===== src/rtl/matmul_pkg.sv =====
// Shared types and sizing helpers for the matmul host sequencer.
package matmul_pkg;

  // Host sequencer states, in job order
  typedef enum logic [2:0] {
    StLoadA,
    StLoadB,
    StStart,
    StWait,
    StDrain
  } host_state_e;

  // Number of elements in an n x n matrix
  function automatic int unsigned ne(input int unsigned n);
    return n * n;
  endfunction

  // Width of a counter that can hold 0..ne(n)
  function automatic int unsigned elem_cnt_w(input int unsigned n);
    return $clog2(ne(n) + 1);
  endfunction

  localparam int unsigned DefaultMatrixSize = 8;
  localparam int unsigned ElemCntW          = elem_cnt_w(DefaultMatrixSize);

endpackage


===== src/rtl/matmul_host_fifo.sv =====
// Two-entry synchronous FIFO for the C drain path. The head is read straight
// out of storage registers, so there is no combinational path from data_i.
module matmul_host_fifo #(
  parameter int unsigned Width = 32
) (
  input  logic             clock,
  input  logic             reset,
  input  logic             push_i,
  input  logic [Width-1:0] data_i,
  input  logic             pop_i,
  output logic [Width-1:0] data_o,
  output logic             valid_o,
  output logic [1:0]       count_o
);

  logic [Width-1:0] mem_q [2];
  logic             wr_ptr_q;
  logic             rd_ptr_q;
  logic [1:0]       count_q;

  // Storage, pointers and occupancy; push and pop together keep the count
  always_ff @(posedge clock or negedge reset) begin
    if (!reset) begin
      for (int i = 0; i < 2; i++) mem_q[i] <= '0;
      wr_ptr_q <= 1'b0;
      rd_ptr_q <= 1'b0;
      count_q  <= 2'd0;
    end else begin
      if (push_i) begin
        mem_q[wr_ptr_q] <= data_i;
        wr_ptr_q        <= ~wr_ptr_q;
      end
      if (pop_i) rd_ptr_q <= ~rd_ptr_q;
      count_q <= count_q + {1'b0, push_i} - {1'b0, pop_i};
    end
  end

  assign data_o  = mem_q[rd_ptr_q];
  assign valid_o = (count_q != 2'd0);
  assign count_o = count_q;

endmodule


===== src/rtl/matmul_host.sv =====
// Host sequencer for the matmul core: loads A then B from a valid/ready
// stream, pulses start, waits for a fresh done, then streams C out.
// Optional feature macro: MATMUL_HOST_PERF_EN (compute-phase cycle counter).
module matmul_host
  import matmul_pkg::*;
#(
  parameter int unsigned DATA_WIDTH  = 32,
  parameter int unsigned ADDR_WIDTH  = 10,
  parameter int unsigned MATRIX_SIZE = 8
) (
  input  logic                  clock,
  input  logic                  reset,
  input  logic [DATA_WIDTH-1:0] in_din,
  input  logic                  in_valid,
  output logic                  in_ready,
  output logic [DATA_WIDTH-1:0] out_dout,
  output logic                  out_valid,
  input  logic                  out_ready,
  output logic [DATA_WIDTH-1:0] a_wr_din,
  output logic [ADDR_WIDTH-1:0] a_wr_addr,
  output logic                  a_wr_en,
  output logic [DATA_WIDTH-1:0] b_wr_din,
  output logic [ADDR_WIDTH-1:0] b_wr_addr,
  output logic                  b_wr_en,
  output logic                  start,
  input  logic                  done,
  output logic [ADDR_WIDTH-1:0] c_rd_addr,
  input  logic [DATA_WIDTH-1:0] c_rd_dout,
  output logic                  busy,
  output logic [31:0]           cycle_count
);

  localparam int unsigned     NE      = ne(MATRIX_SIZE);
  localparam int unsigned     CntW    = elem_cnt_w(MATRIX_SIZE);
  localparam logic [CntW-1:0] LastIdx = CntW'(NE - 1);
  localparam logic [CntW-1:0] AllIdx  = CntW'(NE);

  host_state_e           state_q, state_d;
  logic [CntW-1:0]       cnt_q, cnt_d;        // load element index, or drain output index
  logic [CntW-1:0]       rd_cnt_q, rd_cnt_d;  // C reads issued this drain
  logic [ADDR_WIDTH-1:0] rd_addr_q, rd_addr_d;
  logic                  arm_q, arm_d;
  logic                  pend_q, pend_d;      // read whose data lands in the FIFO this cycle
  logic                  busy_q, busy_d;
  logic                  start_q;
  logic                  a_wr_en_q, b_wr_en_q;
  logic [ADDR_WIDTH-1:0] a_wr_addr_q, b_wr_addr_q;
  logic [DATA_WIDTH-1:0] a_wr_din_q, b_wr_din_q;

  logic                  in_hs;
  logic                  fifo_pop;
  logic [1:0]            fifo_count;
  logic [2:0]            slots;
  logic                  issue;

  matmul_host_fifo #(
    .Width (DATA_WIDTH)
  ) u_fifo (
    .clock   (clock),
    .reset   (reset),
    .push_i  (pend_q),
    .data_i  (c_rd_dout),
    .pop_i   (fifo_pop),
    .data_o  (out_dout),
    .valid_o (out_valid),
    .count_o (fifo_count)
  );

  assign in_ready = (state_q == StLoadA) || (state_q == StLoadB);
  assign in_hs    = in_valid & in_ready;
  assign fifo_pop = out_valid & out_ready;
  // A word leaving this cycle frees its slot for a read issued now
  assign slots    = {1'b0, fifo_count} - {2'b0, fifo_pop} + {2'b0, pend_q};

  // Next-state, load/drain counters and read issue
  always_comb begin
    state_d   = state_q;
    cnt_d     = cnt_q;
    rd_cnt_d  = rd_cnt_q;
    rd_addr_d = rd_addr_q;
    arm_d     = arm_q;
    pend_d    = 1'b0;
    issue     = 1'b0;
    unique case (state_q)
      StLoadA, StLoadB: begin
        if (in_hs) begin
          if (cnt_q == LastIdx) begin
            cnt_d   = '0;
            state_d = (state_q == StLoadA) ? StLoadB : StStart;
          end else begin
            cnt_d = cnt_q + CntW'(1);
          end
        end
      end
      StStart: begin
        arm_d   = 1'b0;
        state_d = StWait;
      end
      StWait: begin
        // Only a done seen after a low level belongs to this job
        if (!done) arm_d = 1'b1;
        if (arm_q && done) begin
          state_d   = StDrain;
          rd_cnt_d  = '0;
          rd_addr_d = '0;
        end
      end
      StDrain: begin
        issue = (rd_cnt_q != AllIdx) && (slots < 3'd2);
        if (issue) begin
          rd_cnt_d  = rd_cnt_q + CntW'(1);
          rd_addr_d = rd_addr_q + ADDR_WIDTH'(1);
          pend_d    = 1'b1;
        end
        if (fifo_pop) begin
          if (cnt_q == LastIdx) begin
            cnt_d     = '0;
            rd_cnt_d  = '0;
            rd_addr_d = '0;
            state_d   = StLoadA;
          end else begin
            cnt_d = cnt_q + CntW'(1);
          end
        end
      end
      default: state_d = StLoadA;
    endcase
    busy_d = !((state_d == StLoadA) && (cnt_d == '0));
  end

  // FSM state, counters, and registered start/busy
  always_ff @(posedge clock or negedge reset) begin
    if (!reset) begin
      state_q   <= StLoadA;
      cnt_q     <= '0;
      rd_cnt_q  <= '0;
      rd_addr_q <= '0;
      arm_q     <= 1'b0;
      pend_q    <= 1'b0;
      busy_q    <= 1'b0;
      start_q   <= 1'b0;
    end else begin
      state_q   <= state_d;
      cnt_q     <= cnt_d;
      rd_cnt_q  <= rd_cnt_d;
      rd_addr_q <= rd_addr_d;
      arm_q     <= arm_d;
      pend_q    <= pend_d;
      busy_q    <= busy_d;
      start_q   <= (state_d == StStart);
    end
  end

  // A/B write ports, one cycle behind the input handshake
  always_ff @(posedge clock or negedge reset) begin
    if (!reset) begin
      a_wr_en_q   <= 1'b0;
      b_wr_en_q   <= 1'b0;
      a_wr_addr_q <= '0;
      b_wr_addr_q <= '0;
      a_wr_din_q  <= '0;
      b_wr_din_q  <= '0;
    end else begin
      a_wr_en_q <= in_hs && (state_q == StLoadA);
      b_wr_en_q <= in_hs && (state_q == StLoadB);
      if (in_hs && (state_q == StLoadA)) begin
        a_wr_addr_q <= ADDR_WIDTH'(cnt_q);
        a_wr_din_q  <= in_din;
      end
      if (in_hs && (state_q == StLoadB)) begin
        b_wr_addr_q <= ADDR_WIDTH'(cnt_q);
        b_wr_din_q  <= in_din;
      end
    end
  end

`ifdef MATMUL_HOST_PERF_EN
  logic [31:0] cyc_q;

  // Compute-phase cycle counter: cleared in start, saturating count in wait
  always_ff @(posedge clock or negedge reset) begin
    if (!reset) begin
      cyc_q <= '0;
    end else if (state_q == StStart) begin
      cyc_q <= '0;
    end else if ((state_q == StWait) && (cyc_q != 32'hFFFF_FFFF)) begin
      cyc_q <= cyc_q + 32'd1;
    end
  end

  assign cycle_count = cyc_q;
`else
  assign cycle_count = '0;
`endif

  assign a_wr_en   = a_wr_en_q;
  assign a_wr_addr = a_wr_addr_q;
  assign a_wr_din  = a_wr_din_q;
  assign b_wr_en   = b_wr_en_q;
  assign b_wr_addr = b_wr_addr_q;
  assign b_wr_din  = b_wr_din_q;
  assign start     = start_q;
  assign c_rd_addr = rd_addr_q;
  assign busy      = busy_q;

endmodule


===== config.mk =====
export PLATFORM = sky130hd
export DESIGN_NAME = matmul_host
export DESIGN_NICKNAME = d
export VERILOG_FILES = /design/src/rtl/matmul_pkg.sv /design/src/rtl/matmul_host_fifo.sv /design/src/rtl/matmul_host.sv
export SDC_FILE = /design/constraint.sdc
export NUM_CORES = 1
export LEC_CHECK = 0
export ABC_AREA = 1
export CELL_PAD_IN_SITES_DETAIL_PLACEMENT = 1
export CELL_PAD_IN_SITES_GLOBAL_PLACEMENT = 1
export CORE_UTILIZATION = 35
export CTS_CLUSTER_SIZE = 24
export DETAILED_ROUTE_END_ITERATION = 12
export GPL_TIMING_DRIVEN = 0
export HOLD_SLACK_MARGIN = 0.15
export PLACE_DENSITY = 0.81
export SLEW_MARGIN = 20
export SYNTH_ARGS = -nofsm -noshare
export SYNTH_HDL_FRONTEND = slang
export SYNTH_SLANG_ARGS = --single-unit

===== constraint.sdc =====
create_clock -name clock -period 3 [get_ports clock]
set_input_delay 0.3 -clock clock [delete_from_list [all_inputs] [get_ports clock]]
set_output_delay 0.3 -clock clock [all_outputs]
set_load 0.01 [all_outputs]

* After elaboration in Yosys (flattened, before gate mapping)
Index checks and enable logic that the tools add are counted.
** Cells by class
- Multiplexer cells :: 31
- Reductions and logical operators :: 17
- Shift-type cells :: 0
- Divide/modulo/power cells :: 0
- Bitwise logic cells :: 6
- Eq/ne operators :: 9
- Add/subtract/negate cells :: 7
- $mul :: 0
- Magnitude comparators :: 4
** Operators with widths (number)
- 32-bit 2-to-1 mux :: 4
- 64-bit bitwise mux :: 1
- 7-bit 2-to-1 mux :: 7
- 10-bit 2-to-1 mux :: 4
- 32-bit demux with 1-bit select :: 1
- 7-bit one-hot mux with 2 select lines :: 2
- 10-bit one-hot mux with 2 select lines :: 1
- 3-bit 2-to-1 mux :: 5
- 7-bit by 1-bit adder with 7-bit output (second input constant) :: 2
- 3-bit one-hot mux with 4 select lines :: 1
- 10-bit by 1-bit adder with 10-bit output (second input constant) :: 1
- 3-bit by 2-bit equality test with 1-bit output (second input constant) :: 3
- 7-bit by 6-bit equality test with 1-bit output (second input constant) :: 1
- 7-bit zero test :: 1
- 7-bit inequality test (second input constant) :: 1
- 1-bit logical AND :: 6
- 3-bit zero test :: 2
- 2-bit nonzero test :: 3
- 2-bit greater-or-equal comparator (second input constant) :: 2
- 2-bit inequality test (second input constant) :: 2
- 1-bit inverter with 2-bit output :: 2
- 2-bit AND reduction :: 2
- 3-bit by 1-bit adder with 3-bit output :: 1
- 3-bit by 1-bit equality test with 1-bit output (second input constant) :: 1
- other kinds (14) :: 18
** Storage, ports and cells
- Bits in latches :: 0
- Memory bits (read-only) :: 0
- Bits in writable memories :: 0
- Output and inout port bits :: 164
- Input bits :: 69
- Register bits :: 179
- Memories :: 0

* Logic depth before layout (Yosys ltp)
Gate-level depths: netlist (run 1).
- Depth after elaboration :: 10
- Gate-level depth with buffers :: 16
- Depth with buffers taken out :: 16

* By module
Synthesis (run 1) repeated with hierarchy kept, for this count alone.
** Second synthesis, totals
- Cell total of the unflattened synthesis :: 960
- Area, all modules :: 8057.7 um^2
** By module, submodules not included
- matmul_host :: cells each 598, area an instance 5071.1 um^2, times used 1
- matmul_host_fifo :: cells each 362, area an instance 2986.6 um^2, times used 1

* Worst setup path before layout (run 1)
Ideal clock, no wire load.
- Path kind :: register to register
- Start :: register u_fifo.count_q[1] (netlist: u_fifo.count_o[1])
- End :: register rd_cnt_q[4]
- Cell stages (with the launch flop) :: 15
- Slack :: 0.520 ns
- Required time :: 2.874 ns
- Data arrival time :: 2.353 ns
- Path buffers :: 0
- Cells stage by stage :: dfrtp_1 nor2_1 nor2_1 nand2_1 o21ai_0 ha_1 inv_1 fa_1 nand2_1 nor2_1 nand2_2 nor2_1 nand3_1 nand3_1 o21ai_0
** Between the ends
- Cells in the longest elaborated chain, start to end :: 10
** Ends and longest elaborated chain
- start, declared :: RTL line matmul_host_fifo.sv:19 : logic [1:0] count_q;
- start signal, assigned :: RTL line matmul_host_fifo.sv:34 : count_q <= count_q + {1'b0, push_i} - {1'b0, pop_i};
- 2-bit nonzero test :: RTL line matmul_host_fifo.sv:39 : assign valid_o = (count_q != 2'd0);
- 1-bit bitwise AND :: RTL line matmul_host.sv:71 : assign fifo_pop = out_valid & out_ready;
- 2-bit by 1-bit subtractor with 3-bit output :: RTL line matmul_host.sv:73 : assign slots = {1'b0, fifo_count} - {2'b0, fifo_pop} + {2'b0, pend_q};
- 3-bit by 1-bit adder with 3-bit output :: RTL line matmul_host.sv:73
- 3-bit by 2-bit < comparator with 1-bit output :: RTL line matmul_host.sv:109 : issue = (rd_cnt_q != AllIdx) && (slots < 3'd2);
- 1-bit logical AND :: RTL line matmul_host.sv:109
- 7-bit 2-to-1 mux :: RTL line matmul_host.sv:110 : if (issue) begin
- 7-bit 2-to-1 mux :: RTL line matmul_host.sv:116 : if (cnt_q == LastIdx) begin
- 7-bit 2-to-1 mux (*) :: RTL line matmul_host.sv:115 : if (fifo_pop) begin
- 7-bit one-hot mux with 2 select lines (*) :: RTL line matmul_host.sv:84 : unique case (state_q)
- end signal, assigned :: RTL line matmul_host.sv:145 : rd_cnt_q <= rd_cnt_d;
- end, declared :: RTL line matmul_host.sv:40 : logic [CntW-1:0] rd_cnt_q, rd_cnt_d;
Every way passes the cells marked *; elsewhere a longest branch is shown, timed or not.
A chain may end at the register's enable or synchronous reset.

* Worst setup path in the final report (run 1)
- Start :: register u_fifo.rd_ptr_q
- End :: output port out_dout[21]
** Between the ends
- Cells in the longest elaborated chain, start to end :: 4
** Ends and longest elaborated chain
- start, declared :: RTL line matmul_host_fifo.sv:18 : logic rd_ptr_q;
- start signal, assigned :: RTL line matmul_host_fifo.sv:33 : if (pop_i) rd_ptr_q <= ~rd_ptr_q;
- 1-bit inverter with 2-bit output (not written as such) :: RTL line matmul_host_fifo.sv:38 : assign data_o = mem_q[rd_ptr_q];
- 32-bit 2-to-1 mux (not written as such) (3 in series) :: RTL line matmul_host_fifo.sv:38
- end, declared :: RTL line matmul_host.sv:16 : output logic [DATA_WIDTH-1:0] out_dout,
Every way passes these cells. The select of a mux whose other input is x is not followed.

==> summary.txt, run 1 <==
Cells and area
  – Final cell count without fillers: 1458
  – Post-layout util: 49.3%
  – Layout cells sized above 1: 11.8%
  – Nets: between 1000 and 1500
  – Synth-to-Final Area Change: 38.7%
  – Diodes inserted: 0
  – FILL cells: 2654

Setup path
  – Crit-path cells: clkbuf_1 > clkinv_1 > clkbuf_1 > nand2_1 > nand2_1 > clkdlybuf4s50_1
  – CP peak stage delay: around 0.61 ns
  – Arr. time, crit path: 2.44 ns
  – CP Capture Type: output port
  – R2r setup slk: about 0.31 ns
  – WP data required: 2.70 ns
  – FF-to-FF Start: u_fifo.count_o[1]
  – Crit path to: out_dout[21]
  – Worst r2r path cells: 14
  – R2r endpoint: rd_cnt_q[5]
  – CP max FO: 10
  – CP Launch Type: flip-flop
  – CP max-delay cell: clkdlybuf4s50_1
  – Critical Path Source: u_fifo.rd_ptr_q
  – Critical path class: flip-flop to output port

Die
  – Die Ht: 153 µm
  – IO Count: 233
  – Starting Density: 35.6%
  – Die W: around 150 µm
  – Num rows: 55
  – Full die area: approximately 24000 µm²
  – Core area: 22600 µm²

Timing
  – Worst slew pin tran: around 0.75 ns
  – Final period util: 91.4%
  – Unrepaired setup endpoints after global routing: false
  – Max Freq: 365 MHz
  – Fin. Hold Viols: 0
  – Max Slew Vio Count: 0
  – Min cycle time layout: 2.74 ns
  – Setup violators final: 0
  – Worst slew margin: 49.5%
  – Fin Clk Skew: 0.0152 ns
  – Final hold slack: 0.369 ns

Yosys
  – Seq/Total Area, Yosys: a little under three fifths
  – EDFF count, synth: 0
  – Syn. warnings: 0
  – Area leader, netlist: dfrtp_1
  – Mapped Cells: 907
  – Area fraction of the dominant cell type after synthesis: 55.8%
  – Ranking of synthesized cells by area: dfrtp_1, nand2_1, o21ai_0
  – Synth Flop Type: dfrtp_1
  – Yosys reg bits: 179
  – Mapped Avg Cell Area: ~9 µm²
  – Post-synth cell types: 37
  – Synthesized cell area: 8030 µm²
  – Asr flop ratio synth: 100%

Clocking
  – CTS root buf: clkbuf_16
  – CTS tree: done
  – Clock sink total: 179
  – Clk slew on worst S/H paths: 0.08 ns
  – Postcts setup bufs: 0
  – H-tree Lvls: 4
  – Deepest clock path buffer count: 2
  – Num CTS Buffers: 17
  – Clock Latency Late Sink: 0.44 ns

Flow run
  – Max cap viols: 0

Routing
  – Total Wirelength: 22800 µm
  – Drt first pass iters: 4
  – Post-DRT Antenna Nets: 0
  – DR vias/cell: 4.64
  – Vias: 6764
  – Wirelength per Cell: 15.6 µm
  – Iter 0 DRT Violations: 232
  – Drc violations: 0

GRT
  – Vias in the first global route: 7251
  – GRT Total Usage: approximately a fifth
  – First-pass GRT wire length: around 38000 µm
  – Grt ovf: 0
  – Antenna violations before repair: 0
  – Largest net degree at the start of global routing: 71

Place
  – Port Buffers: 194
  – Routability Congestion: 0.775
  – Hpwl dp: 16400 µm
  – Placed insts: 1425

Pwr
  – Pwr Density: a little over 800 nW/µm²
  – P_sw: 3420 µW
  – Leak: around 0.0056 µW
  – Combinational Power Share: 37.3%
  – Internal: 5580 µW
  – Seq pwr share: 38.1%
  – Clock share of power: roughly a quarter
  – Max VDD drop: 0.427 mV
  – Switching Fraction: 38.0%

Run status
  – Status: finished, final reports clean

Worst hold path
  – Worst Hold Class: input port to async pin
[cells in the mapped netlist, types with 2 or more instances]
master and number:
dfrtp_1 179, o2111ai_1 2, inv_1 75, inv_2 7, nor3_1 4, buf_4 41, a21oi_1 3, nand3_1 26
xor2_1 3, ha_1 5, clkbuf_1 26, buf_2 2, nor2_4 3, o21ai_1 2, xnor2_1 5, nand4_1 8
mux2_2 33, nand2_1 345, o21a_1 6, nand2_2 4, nor2_1 31, o21ai_0 81, a21oi_4 2
[area by class of cell]
cell class,instances,area (µm²),area share (%)
inverter,83,312,2.80
sequential,179,4480,40.2
clock inverter,15,161,1.45
tap,285,357,3.20
timing repair buffer,197,2010,18.1
buffer,71,430,3.86
clock buffer,17,425,3.82
multi-input combinational,611,2960,26.6
[flip-flops by register name, indices dropped and copies added, names as in the netlist]
signal and cells:
c_rd_addr 10, a_wr_en 1, a_wr_din 32, b_wr_en 1, u_fifo.count_o 2, start 1
b_wr_din 32, rd_cnt_q 7, pend_q 1, u_fifo.mem_q 64, u_fifo.rd_ptr_q 1, a_wr_addr 7
u_fifo.wr_ptr_q 1, cnt_q 7, state_q 3, arm_q 1, b_wr_addr 7, busy 1
[routing by layer]
metal  vias up  GRT usage, %  part of all wire [%]  wire, µm
li1       3267             -                     -         -
met1      3317          25.1                    43      9860
met2       147          35.4                    51     11600
met3        33          3.63                   3.4       775
met4         0          7.14                   2.3       522
met5         -             0                     0         0
[metrics by stage]
step                      setup slack, ns  area, µm²  total power, µW  TNS (ns)
final                               0.257      11100             8990         0
after CTS                          0.0930      11100             9090         0
after global routing               0.0197      11100             9650         0
after floorplan                     0.520       8170             5260         0
after detailed placement           -0.302      10500             6800     -3.46
after global placement              -6.07      10500             6640  -1086.85
[power groups by stage]
| stage | sequential [µW] | clock (µW) | combinational (µW) |
|---|---|---|---|
| 4_1_cts | 3430 | 2270 | 3380 |
| 6_report | 3430 | 2210 | 3350 |
| 5_1_grt | 3520 | 2360 | 3780 |
| 3_3_place_gp | 3430 | 0 | 3210 |
| 2_1_floorplan | 3380 | 0 | 1880 |
| 3_5_place_dp | 3460 | 0 | 3330 |
[what timing repair did]
action | 4_1_cts | 5_1_grt
setup endpoints to repair | 6 | 15
hold buffers | 1 | 0
resized for setup | 1 | 5
hold endpoints to repair | 54 | 0
[critical path, delay by kind of cell, from the launching register on]
kind          cells  cell delay [ns]
buf+inv           4             1.42
simple gates      2             0.23
flops             1             0.38
[worst min-delay path by stage]
stage                     cells after the start  slack [ns]      endpoint         start
after global placement                        2        0.45  a_wr_din[20]  a_wr_din[20]
after detailed placement                      1        0.26  b_wr_din[26]         reset
after CTS                                     2        0.38  a_wr_din[26]         reset
after floorplan                               0       0.004  a_wr_addr[0]         reset
final                                         2        0.37  b_wr_din[26]         reset
after global routing                          2        0.40  b_wr_din[26]         reset
[cell usage in the layout (no fill, tap or decap), types with 2 or more instances in the layout]
cell type / instances
nand2_1: 345
clkdlybuf4s50_1: 193
dfrtp_1: 179
o21ai_0: 81
inv_1: 74
buf_4: 41
conb_1: 38
mux2_2: 33
nor2_1: 27
nand3_1: 26
clkbuf_1: 26
clkbuf_16: 17
inv_2: 8
nand4_1: 8
inv_6: 8
o21a_1: 6
xnor2_1: 5
ha_1: 5
clkinv_8: 5
nor2_4: 4
nor3_1: 4
nand2_2: 4
nor2_2: 4
xor2_1: 3
a21oi_1: 3
a21oi_4: 2
buf_2: 2
o21ai_1: 2
o2111ai_1: 2
clkinv_2: 2
buf_16: 2
[cell families after synthesis]
| family | share of synthesized area (%) |
|---|---|
| AO/OA/AOI/OAI | 6.90 |
| XOR/XNOR | 0.873 |
| adder cells (fa/ha/maj) | 1.03 |
| buffers and inverters | 9.24 |
| flip-flops | 55.8 |
| multiplexers | 4.63 |
| other | 0.0467 |
| AND/OR/NAND/NOR | 21.5 |
Power figures use the tool's default switching activity.
==> run 2, diff against run 1 <==
Settings changed: GPL_ROUTABILITY_DRIVEN set to 0, RECOVER_POWER set to 100.
Clock period 3 ns to 3.15 ns, I/O delays scaled along.
==> run 2 against run 1 <==
Net effect:
- sequential power down 5%
- register-to-register slack improved by 0.05 ns
- count of clock-buffer cells in the layout is the same
- via count is 0.40% lower
- total power is 7.1% lower
==> summary.txt, run 2 (synthesis gave the netlist of run 1 again) <==
Run status
  – Status: finished, final reports clean

GRT
  – Grt ovf: 0
  – Antenna violations before repair: 0
  – First-pass GRT wire length: 37700 µm
  – Largest net degree at the start of global routing: 71
  – GRT Total Usage: between 20 and 25%
  – Vias in the first global route: roughly 7300

Cells and area
  – Biggest register: u_fifo.mem_q
  – Final cell count without fillers: 1458
  – Max FFs per register: 64
  – Diodes inserted: 0
  – Nets: 1235
  – Layout cells sized above 1: 10.2%
  – FILL cells: 2663
  – Most frequent cells in the layout: nand2_1, dfrtp_1, dlygate4sd3_1
  – Most common cell after layout, fill and taps aside: nand2_1
  – Synth-to-Final Area Change: 37.1%

Clocking
  – CTS root buf: clkbuf_16
  – CTS tree: done
  – Deepest clock path buffer count: 2
  – Clk slew on worst S/H paths: 0.08 ns
  – H-tree Lvls: 4
  – Clock Latency Late Sink: 0.44 ns
  – Clock sink total: 179
  – Postcts setup bufs: 0
  – Num CTS Buffers: 17

Timing
  – Max Slew Vio Count: 0
  – Setup TNS: 0 ns
  – Final period util: 89.1%
  – Max Freq: 356 MHz
  – Unrepaired setup endpoints after global routing: false
  – Worst slew margin: 5.57%
  – Worst slew pin tran: 1.42 ns
  – Fin Clk Skew: 0.0157 ns
  – Min cycle time layout: 2.81 ns
  – Setup violators final: 0
  – Fin. Hold Viols: 0

Routing
  – Vias: 6737
  – DR vias/cell: roughly 4.6
  – Wirelength per Cell: 15.6 µm
  – Drc violations: 0
  – Post-DRT Antenna Nets: 0
  – Drt first pass iters: 4
  – Iter 0 DRT Violations: ~230
  – Total Wirelength: between 20000 and 25000 µm

Setup path
  – CP Launch Type: flip-flop
  – FF-to-FF Start: u_fifo.count_o[1]
  – Critical path class: flip-flop to output port
  – Worst r2r path cells: 14
  – CP max FO: 10
  – WP data required: 2.83 ns
  – Critical Path Source: u_fifo.rd_ptr_q
  – Arr. time, crit path: 2.49 ns
  – CP Capture Type: output port

Pwr
  – Pwr Density: 759 nW/µm²
  – Max VDD drop: around 0.4 mV
  – Internal: 5150 µW
  – Total power: approximately 8400 µW
  – Seq pwr share: 39.0%
  – Combinational Power Share: 35.7%
  – Switching Fraction: 38.4%
  – P_sw: 3210 µW
  – Leak: a little under 0.006 µW
  – Clock share of power: 25.3%

Die
  – Starting Density: 35.6%
  – Core area: 22600 µm²
  – Die W: approximately 150 µm
  – Die Ht: 153 µm
  – IO Count: roughly 230
  – Num rows: 55
  – Full die area: 23500 µm²

Place
  – Port Buffers: 194
  – Hpwl dp: 16400 µm
  – Placed insts: 1425

Worst hold path
  – Worst Hold Class: input port to flip-flop
  – Min-Delay Path Depth: 3
  – Worst Min Path Start: in_din[10]

Flow run
  – Max cap viols: 0
## run 2: critical path, cell delays in order, from the launching register on
cell and delay, ns:
dfrtp_1 0.38, clkbuf_1 0.18, clkinv_1 0.16, clkbuf_1 0.46, nand2_1 0.12, nand2_1 0.09, dlygate4sd3_1 0.68
## run 2: repair_timing
item,4_1_cts,5_1_grt
setup endpoints to repair,0,17
endpoints found under the hold margin,54,0
hold buffers,1,0
resized for setup,0,2
## run 2: per-layer routing
layer,global-route usage [%],share of wire (%)
met3,3.63,3.2
met1,25.1,43
met2,35.4,51
met5,0,0
met4,7.14,2.3
## run 2: worst paths after layout
path	end	slack, ns
worst min-delay path	a_wr_din[10]	0.44
worst min register to register	a_wr_din[6]	0.47
min in group asynchronous	b_wr_din[26]	0.74
max in group asynchronous	u_fifo.mem_q[27]	0.64
worst max-delay path	out_dout[21]	0.34
worst max register to register	rd_cnt_q[1]	0.36
## run 2: power groups by stage
stage                     combinational [µW]  sequential, µW  clock [µW]
after detailed placement                3170            3300           0
after CTS                               3220            3270        2160
after global placement                  3050            3270           0
after floorplan                         1790            3220           0
final                                   2980            3260        2110
after global routing                    3390            3350        2250
## run 2: final cells by class
class / instances / area, µm² / area share [%]
Timing Repair Buffer: 197 / 1960 / 17.8
Sequential cell: 179 / 4480 / 40.7
Multi-Input combinational cell: 611 / 2900 / 26.3
Clock buffer: 17 / 425 / 3.86
Tap cell: 285 / 357 / 3.24
Inverter: 83 / 312 / 2.83
Clock inverter: 15 / 161 / 1.47
Buffer: 71 / 414 / 3.76
## run 2: metrics by stage
step           area (µm²)  setup slack, ns  utilization, %  hold WS (ns)
2_1_floorplan        8170            0.670               -        0.0194
3_5_place_dp        10500           -0.167            46.6         0.274
6_report            11000            0.345            48.8         0.436
4_1_cts             11100           0.0697            49.3         0.391
3_3_place_gp        10500            -5.93            46.4         0.454
5_1_grt             11000           0.0720            48.8         0.448
